`src/rtl/seq_detect_param.sv`:
```
// Event-sequence detector: rising edges on a/b become symbols 0/1 and are matched
// against a programmable pattern with longest-prefix-suffix fallback on every symbol.
module seq_detect_param #(
  parameter int PAT_LEN = 4,
  parameter int CNT_W   = 8,
  parameter int STW     = $clog2(PAT_LEN + 1)
) (
  input  logic               clk,
  input  logic               resetn,
  input  logic               a,
  input  logic               b,
  input  logic [PAT_LEN-1:0] pattern,
  input  logic               overlap,
  input  logic               clr,
  output logic               out,
  output logic [STW-1:0]     state,
  output logic [CNT_W-1:0]   match_cnt,
  output logic               err
);

  logic               a_d_reg, b_d_reg;
  logic [PAT_LEN-2:0] hist_reg, hist_next;
  logic [STW-1:0]     vcnt_reg, vcnt_next;
  logic [STW-1:0]     state_reg, state_next;
  logic [CNT_W-1:0]   cnt_reg, cnt_next;
  logic               out_reg, out_next;
  logic               err_reg, err_next;

  logic               rise_a, rise_b;
  logic [PAT_LEN-1:0] cat;
  logic [STW-1:0]     avail;
  logic [PAT_LEN:1]   hit;
  logic [STW-1:0]     fb;

  assign rise_a = a & ~a_d_reg;
  assign rise_b = b & ~b_d_reg;

  // cat[0] is the incoming symbol, cat[i] the symbol i positions older.
  assign cat   = {hist_reg, rise_b};
  assign avail = vcnt_reg + STW'(1);

  // hit[k]: the newest k symbols equal pattern[0..k-1], oldest first.
  for (genvar gi = 1; gi <= PAT_LEN; gi++) begin : g_hit
    logic eq;
    always_comb begin
      eq = (avail >= STW'(gi));
      for (int j = 0; j < gi; j++) begin
        if (cat[gi-1-j] != pattern[j]) eq = 1'b0;
      end
    end
    assign hit[gi] = eq;
  end

  always_comb begin
    fb = '0;
    for (int k = 1; k < PAT_LEN; k++) begin
      if (hit[k]) fb = STW'(k);
    end
  end

  always_comb begin
    out_next   = 1'b0;
    err_next   = 1'b0;
    state_next = state_reg;
    cnt_next   = cnt_reg;
    hist_next  = hist_reg;
    vcnt_next  = vcnt_reg;
    if (clr) begin
      state_next = '0;
      cnt_next   = '0;
      hist_next  = '0;
      vcnt_next  = '0;
    end else if (rise_a && rise_b) begin
      err_next   = 1'b1;
      state_next = '0;
      hist_next  = '0;
      vcnt_next  = '0;
    end else if (rise_a || rise_b) begin
      hist_next  = cat[PAT_LEN-2:0];
      vcnt_next  = (vcnt_reg == STW'(PAT_LEN - 1)) ? vcnt_reg : vcnt_reg + STW'(1);
      state_next = fb;
      if (hit[PAT_LEN]) begin
        out_next = 1'b1;
        if (cnt_reg != {CNT_W{1'b1}}) cnt_next = cnt_reg + CNT_W'(1);
        if (!overlap) begin
          state_next = '0;
          hist_next  = '0;
          vcnt_next  = '0;
        end
      end
    end
  end

  always_ff @(posedge clk or negedge resetn) begin
    if (!resetn) begin
      a_d_reg   <= 1'b0;
      b_d_reg   <= 1'b0;
      hist_reg  <= '0;
      vcnt_reg  <= '0;
      state_reg <= '0;
      cnt_reg   <= '0;
      out_reg   <= 1'b0;
      err_reg   <= 1'b0;
    end else begin
      a_d_reg   <= a;
      b_d_reg   <= b;
      hist_reg  <= hist_next;
      vcnt_reg  <= vcnt_next;
      state_reg <= state_next;
      cnt_reg   <= cnt_next;
      out_reg   <= out_next;
      err_reg   <= err_next;
    end
  end

  assign out       = out_reg;
  assign err       = err_reg;
  assign state     = state_reg;
  assign match_cnt = cnt_reg;

endmodule

```
`config.mk`:
```
export PLATFORM = sky130hd
export DESIGN_NAME = seq_detect_param
export DESIGN_NICKNAME = d
export VERILOG_FILES = /design/src/rtl/seq_detect_param.sv
export SDC_FILE = /design/constraint.sdc
export NUM_CORES = 1
export LEC_CHECK = 0
export CAP_MARGIN = 10
export CORE_UTILIZATION = 30
export CTS_CLUSTER_SIZE = 25
export DETAILED_ROUTE_END_ITERATION = 16
export GPL_TIMING_DRIVEN = 0
export PLACE_DENSITY = 0.49
export SYNTH_ARGS = -nofsm -noshare
export SYNTH_HDL_FRONTEND = slang
export SYNTH_SLANG_ARGS = --single-unit
```
`constraint.sdc`:
```
create_clock -name clk -period 5.2 [get_ports clk]
set_input_delay 0.52 -clock clk [delete_from_list [all_inputs] [get_ports clk]]
set_output_delay 0.52 -clock clk [all_outputs]
set_load 0.01 [all_outputs]
```
==> results of run 1 <==
-- logic make-up after synthesis --
kind of cell,synth area share [%]
and+or+nand+nor,16.4
buffers and inverters,6.06
AOI/OAI and AO/OA,16.5
DFF,42.5
xor gates and xnor gates,10.8
adders and majority gates,7.44
other,0.319
-- cell usage after synthesis, types with 2 or more instances --
cell type | count | share of area [%]
sky130_fd_sc_hd__ha_1 | 7 | 7.4
sky130_fd_sc_hd__nand4_1 | 2 | 1.1
sky130_fd_sc_hd__o31ai_1 | 2 | 1.3
sky130_fd_sc_hd__o21ai_0 | 4 | 1.7
sky130_fd_sc_hd__dfrtp_1 | 20 | 43
sky130_fd_sc_hd__a22o_1 | 6 | 4.5
sky130_fd_sc_hd__nor4_1 | 2 | 1.1
sky130_fd_sc_hd__or4_1 | 3 | 1.9
sky130_fd_sc_hd__nand2_1 | 5 | 1.6
sky130_fd_sc_hd__nand3_1 | 4 | 1.7
sky130_fd_sc_hd__a21oi_1 | 8 | 3.4
sky130_fd_sc_hd__xnor2_1 | 6 | 4.5
sky130_fd_sc_hd__or3_1 | 5 | 2.7
sky130_fd_sc_hd__clkbuf_1 | 2 | 0.64
sky130_fd_sc_hd__xor2_1 | 3 | 2.2
sky130_fd_sc_hd__xnor2_2 | 2 | 2.8
sky130_fd_sc_hd__nor2_1 | 5 | 1.6
sky130_fd_sc_hd__buf_6 | 3 | 2.9
sky130_fd_sc_hd__a32o_1 | 2 | 1.7
sky130_fd_sc_hd__inv_1 | 6 | 1.9
-- layout make-up --
type                            instances  area [um^2]  share of cell area (%)
Inverter                                6         22.5                    1.50
Tap cell                               48         60.1                    4.00
Buffer                                  6         48.8                    3.25
Timing Repair Buffer                   21          210                    14.0
Clock buffer                            4         55.1                    3.66
Multi-Input combinational cell         80          606                    40.3
Sequential cell                        20          500                    33.3
-- path summary, 6_finish.rpt --
check / startpoint / to / slack [ps] / depth (start not counted)
setup / recovery: vcnt_reg[0] / match_cnt[4] / 2700 / 8
hold / removal: state[0] / state[0] / 520 / 1
setup reg to reg: vcnt_reg[0] / match_cnt[4] / 2700 / 8
hold reg to reg: state[0] / state[0] / 520 / 1
max in group asynchronous: resetn / match_cnt[3] / 3840 / 1
min in group asynchronous: resetn / err / 790 / 1
-- stage by stage --
stage | setup WS [ps] | hold slack, ps
2_1_floorplan | 2890 | 224
3_3_place_gp | 2450 | 495
3_5_place_dp | 2440 | 503
4_1_cts | 2660 | 525
5_1_grt | 2490 | 541
6_report | 2700 | 520
-- metal layers --
| metal | track usage (%) | vias up | wire (um) |
|---|---|---|---|
| met5 | 0 | - | 0 |
| met4 | 3.33 | 0 | 13 |
| met3 | 2.29 | 2 | 48 |
| met2 | 20.7 | 9 | 992 |
| met1 | 18.4 | 401 | 1270 |
| li1 | - | 448 | - |
-- power groups by stage --
stage / Clock, W / Sequential [W] / Combinational (W)
after global routing: 0.000131 / 0.000164 / 0.0000603
after floorplan: 0 / 0.000166 / 0.0000329
after global placement: 0 / 0.000166 / 0.0000534
final: 0.000118 / 0.000164 / 0.0000541
after CTS: 0.000124 / 0.000164 / 0.0000546
after detailed placement: 0 / 0.000167 / 0.0000542
==> impl_metrics.csv, run 1 <==
group,metric,value,unit
worst_setup_path,slowest_stage,"sky130_fd_sc_hd__or4_4",
power_and_ir_drop,internal_power,0.000255,W
clock_tree,clock_tree.root_cell,"sky130_fd_sc_hd__clkbuf_8",
floorplan,io-pin-count,23,
clock_tree,maximum_count_of_clock_buffers_along_a_single_path,2,
clock_tree,clk_slew_on_worst_s_h_paths,80,ps
clock_tree,cts_num_sinks,20,
sta,finalSetupViolations,0,
outcome,status,"completed",
worst_setup_path,crit_top_cell,"sky130_fd_sc_hd__ha_1",
synthesis,yosysWarnings,0,
worst_setup_path,worstSetupPathType,"reg -> reg",
power_and_ir_drop,switching_share,24.2,%
worst_setup_path,worst-endpoint-arrival,2680,ps
placed_design,place_area,0.00145,mm^2
cells_and_area,final_layout_size_suffix_gt1_share,10.9,%
sta,period_share,48.1,%
cells_and_area,finish.net_count,155,
detailed_routing,drc,0,
power_and_ir_drop,leakagePower,0.616,nW
sta,worst_slew_pin_slew,941,ps
synthesis,asyncSetResetFlopFracSynth,100,%
worst_setup_path,gate_family_responsible_for_the_most_delay_along_the_worst_path,"simple AND/OR/NAND/NOR gates",
synthesis,yosys_register_bits,20,
grt,antenna_found_initial,0,
worst_setup_path,required_time_of_the_worst_setup_path,5380,ps
floorplan,die_h,64.6,um
worst_setup_path,start_kind,"flip-flop",
power_and_ir_drop,power.total,0.000336,W
hold_path,hold_path.class,"reg -> reg",
power_and_ir_drop,p_clk_share,35.2,%
worst_setup_path,cp_max_fo,10,
detailed_routing,wl,2320,um
grt,globalRouteOverflowTotal,0,
clock_tree,post_cts.resized_instances,0,
clock_tree,cts_post_setup_buffers_inserted,0,
sta,timing.final.crit_period,2500,ps
worst_setup_path,cp.buffers_inverters,2,
synthesis,ys_dominant_reg_cell,"sky130_fd_sc_hd__dfrtp_1",
placed_design,post-place-cells,181,
power_and_ir_drop,vdd.ir_drop.worst,104,uV
clock_tree,post_cts_hold_buffer_count,0,
detailed_routing,drt_pass1_iterations,4,
synthesis,syn-cell-area,0.00118,mm^2
sta,max-slew-margin-rel,37.1,%
sta,tns,0,ps
worst_setup_path,cell_breakdown_of_the_critical_path,"ha_1 > ha_1 > inv_1 > nand4_1 > or4_4 > buf_6 > or3_1 > a21oi_1",
grt,globalRouteTotalUtil,13.1,%
floorplan,initial_core_util,31.7,%
cells_and_area,area_delta_synth_final,27.6,%
clock_tree,cts_tree,"built",
floorplan,core_area,0.00372,mm^2
clock_tree,clk-insertion-delay-late,250,ps
power_and_ir_drop,net_switching_component_of_the_power,0.0000814,W
synthesis,yosysSeqAreaShare,42.5,%
floorplan,std_cell_rows,22,
sta,grt_setup_unrepaired,"false",
worst_setup_path,crit_path_end_kind,"flip-flop",
grt,first_global_vias,907,
synthesis,synth.lib_cells_used.distinct,35,
cells_and_area,fillers,368,
grt,grt_start_max_net_pins,21,
placed_design,io_buffer_count,21,
placed_design,detailedPlacementHpwl,1710,um
detailed_routing,route.detailed.vias_per_inst,4.65,
cells_and_area,antenna_cells,0,
run,max_cap_viol_count,0,
clock_tree,h_tree_level_count,1,
clock_tree,cts_buffers,3,
floorplan,die_area,0.00418,mm^2
sta,fin_worst_skew,2.52,ps
power_and_ir_drop,cellPowerDensity,224,mW/mm^2
floorplan,die_x,64.6,um
sta,hold_viol_final,0,
cells_and_area,final_non_filler_cell_total,185,
synthesis,synth_fp_nets,129,
sta,max_clock_freq,399,MHz
cells_and_area,largest_register_ff_count,8,
detailed_routing,route.vias.total,860,
cells_and_area,layout.cells.most_common_list,"21 x sky130_fd_sc_hd__clkdlybuf4s50_1, 20 x sky130_fd_sc_hd__dfrtp_1, 8 x sky130_fd_sc_hd__a21oi_1, 7 x sky130_fd_sc_hd__ha_1",
detailed_routing,routed_wire_length_per_instance,12.5,um
cells_and_area,layout.core_utilization,40.4,%
cells_and_area,summed_area_of_non_filler_cells_in_the_final_layout,0.00150,mm^2
synthesis,synthCells,112,
grt,first_pass_grt_wire_length,4180,um
detailed_routing,drt_first_iter_violations,19,
power_and_ir_drop,sequentialPowerShare,48.7,%
cells_and_area,mostFrequentLayoutCell,"sky130_fd_sc_hd__clkdlybuf4s50_1",
synthesis,avgSynthCellArea,10.5,um^2
sta,report.final.slew_viol_count,0,
power_and_ir_drop,power.share.combinational,16.1,%
placed_design,finalWeightedCongestion,0.709,
detailed_routing,antenna_violating_nets_post_route,0,
synthesis,synth_enable_flop_cells,0,
worst_setup_path,slowest_delay,580,ps
No activity file was read; power rests on OpenSTA's default activity.
==> inputs of run 2 (changes only) <==
==> constraint.sdc (replaced) <==
create_clock -name clk -period 2.4 [get_ports clk]
set_input_delay 0.24 -clock clk [delete_from_list [all_inputs] [get_ports clk]]
set_output_delay 0.24 -clock clk [all_outputs]
set_load 0.01 [all_outputs]
==> impl_metrics.csv, run 2 (synthesis gave the netlist of run 1 again) <==
group,metric,value,unit
hold_path,hold_path.class,"in -> reg",
clock_tree,h_tree_level_count,1,
sta,max-slew-margin-rel,34.8,%
floorplan,die_area,0.00418,mm^2
worst_setup_path,gate_family_responsible_for_the_most_delay_along_the_worst_path,"simple AND/OR/NAND/NOR gates",
clock_tree,clock_tree.root_cell,"sky130_fd_sc_hd__clkbuf_8",
detailed_routing,wl,2390,um
placed_design,finalWeightedCongestion,0.709,
run,max_cap_viol_count,0,
cells_and_area,largest_register_ff_count,8,
grt,first_global_vias,924,
clock_tree,post_cts_hold_buffer_count,0,
grt,globalRouteTotalUtil,13.2,%
detailed_routing,antenna_violating_nets_post_route,0,
worst_setup_path,r2r_start,"vcnt_reg[0]",
floorplan,die_h,64.6,um
power_and_ir_drop,power.share.combinational,16.9,%
worst_setup_path,r2r_cells,8,
worst_setup_path,startpoint,"vcnt_reg[0]",
sta,worst_slew_pin_slew,970,ps
grt,antenna_found_initial,0,
sta,report.final.slew_viol_count,0,
cells_and_area,antenna_cells,0,
worst_setup_path,reg2reg_slack,140,ps
worst_setup_path,critical_path.endpoint,"match_cnt[4]",
clock_tree,cts_num_sinks,20,
power_and_ir_drop,net_switching_component_of_the_power,0.000181,W
power_and_ir_drop,vdd.ir_drop.worst,227,uV
detailed_routing,route.detailed.vias_per_inst,4.69,
placed_design,io_buffer_count,21,
floorplan,io-pin-count,23,
detailed_routing,drt_pass1_iterations,4,
floorplan,std_cell_rows,22,
worst_setup_path,crit_path_end_kind,"flip-flop",
clock_tree,cts_tree,"built",
grt,grt_start_max_net_pins,21,
hold_path,timing.hold.worst.start,"b",
worst_setup_path,cp.depth,8,
sta,timing.hold.ws,446,ps
placed_design,detailedPlacementHpwl,1710,um
power_and_ir_drop,p_clk_share,35.3,%
sta,finalSetupViolations,0,
power_and_ir_drop,sequentialPowerShare,47.8,%
sta,max_clock_freq,442,MHz
worst_setup_path,regToRegEndpoint,"match_cnt[4]",
worst_setup_path,start_kind,"flip-flop",
cells_and_area,final_layout_size_suffix_gt1_share,13.7,%
detailed_routing,route.vias.total,877,
clock_tree,clk-insertion-delay-late,260,ps
sta,tns,0,ps
detailed_routing,drc,0,
worst_setup_path,worstSetupPathType,"reg -> reg",
detailed_routing,routed_wire_length_per_instance,12.8,um
sta,timing.final.crit_period,2260,ps
grt,globalRouteOverflowTotal,0,
sta,grt_setup_unrepaired,"false",
worst_setup_path,slowest_delay,460,ps
worst_setup_path,crit_top_cell,"sky130_fd_sc_hd__ha_1",
sta,period_share,94.2,%
sta,fin_worst_skew,4.45,ps
clock_tree,cts_buffers,3,
floorplan,die_x,64.6,um
cells_and_area,layout.cells.most_common_list,"21 x sky130_fd_sc_hd__clkdlybuf4s50_1, 20 x sky130_fd_sc_hd__dfrtp_1, 8 x sky130_fd_sc_hd__a21oi_1, 7 x sky130_fd_sc_hd__ha_1",
grt,first_pass_grt_wire_length,4210,um
worst_setup_path,required_time_of_the_worst_setup_path,2580,ps
power_and_ir_drop,leakagePower,0.628,nW
worst_setup_path,cell_breakdown_of_the_critical_path,"ha_1 > ha_1 > inv_2 > nand4_1 > or4_4 > buf_6 > or3_1 > a21oi_1",
power_and_ir_drop,switching_share,24.6,%
worst_setup_path,cp_max_fo,10,
detailed_routing,drt_first_iter_violations,18,
power_and_ir_drop,internal_power,0.000555,W
worst_setup_path,worst-endpoint-arrival,2440,ps
floorplan,initial_core_util,31.7,%
cells_and_area,area_delta_synth_final,29.2,%
sta,hold_viol_final,0,
worst_setup_path,cp.buffers_inverters,2,
power_and_ir_drop,cellPowerDensity,484,mW/mm^2
outcome,status,"completed",
worst_setup_path,slowest_stage,"sky130_fd_sc_hd__or4_4",
floorplan,core_area,0.00372,mm^2
clock_tree,clk_slew_on_worst_s_h_paths,80,ps
cells_and_area,finish.net_count,157,
cells_and_area,mostFrequentLayoutCell,"sky130_fd_sc_hd__clkdlybuf4s50_1",
clock_tree,maximum_count_of_clock_buffers_along_a_single_path,2,
run 2: cell types whose count changed in the layout (fill, tap and decap cells not counted), sizes merged:
cell and delta:
buf +3, clkbuf -1
run 2: what timing repair did:
item,4_1_cts,5_1_grt
gates resized for setup,0,1
pin swaps,1,0
setup endpoints to repair,5,10
gates cloned,0,0
setup buffers,3,0
run 2: area by class of cell:
cell class	count	area, um^2
buffer	5	45.0
clock buffer	4	55.1
fill	369	2190
inverter	6	22.5
multi-input combinational	80	606
sequential	20	500
tap	48	60.1
timing repair buffer	24	233
run 2: per-stage QoR:
stage,power [W],instance area (um^2),instances,utilization (%),setup WS (ps)
floorplan,0.000432,1180,112,-,88.6
global placement,0.000476,1450,181,39.0,-105
detailed placement,0.000479,1450,181,39.0,-113
CTS,0.000747,1530,188,41.0,28.8
global route,0.000775,1520,187,40.9,8.82
finish,0.000736,1520,187,40.9,139
run 2: worst min-delay path by stage:
stage,depth (start not counted),endpoint
floorplan,0,a_d_reg
finish,1,b_d_reg
CTS,1,b_d_reg
global route,1,b_d_reg
global placement,1,state[1]
detailed placement,1,state[0]
run 2: layer usage:
layer  wire, um  share of wire [%]  up-vias  global-route usage (%)
met1       1290                 54      414                    18.3
li1           -                  -      452                       -
met5          0                  0        -                       0
met3         47                2.0        2                    2.29
met4         13               0.55        0                    3.33
met2       1040                 44        9                    21.1
run 2: power groups by stage:
stage                     clock network, W  logic [W]  registers, W
after floorplan                          0  0.0000712      0.000361
after global placement                   0   0.000116      0.000361
after detailed placement                 0   0.000117      0.000361
after CTS                         0.000269   0.000126      0.000352
after global routing              0.000284   0.000138      0.000353
final                             0.000260   0.000124      0.000352
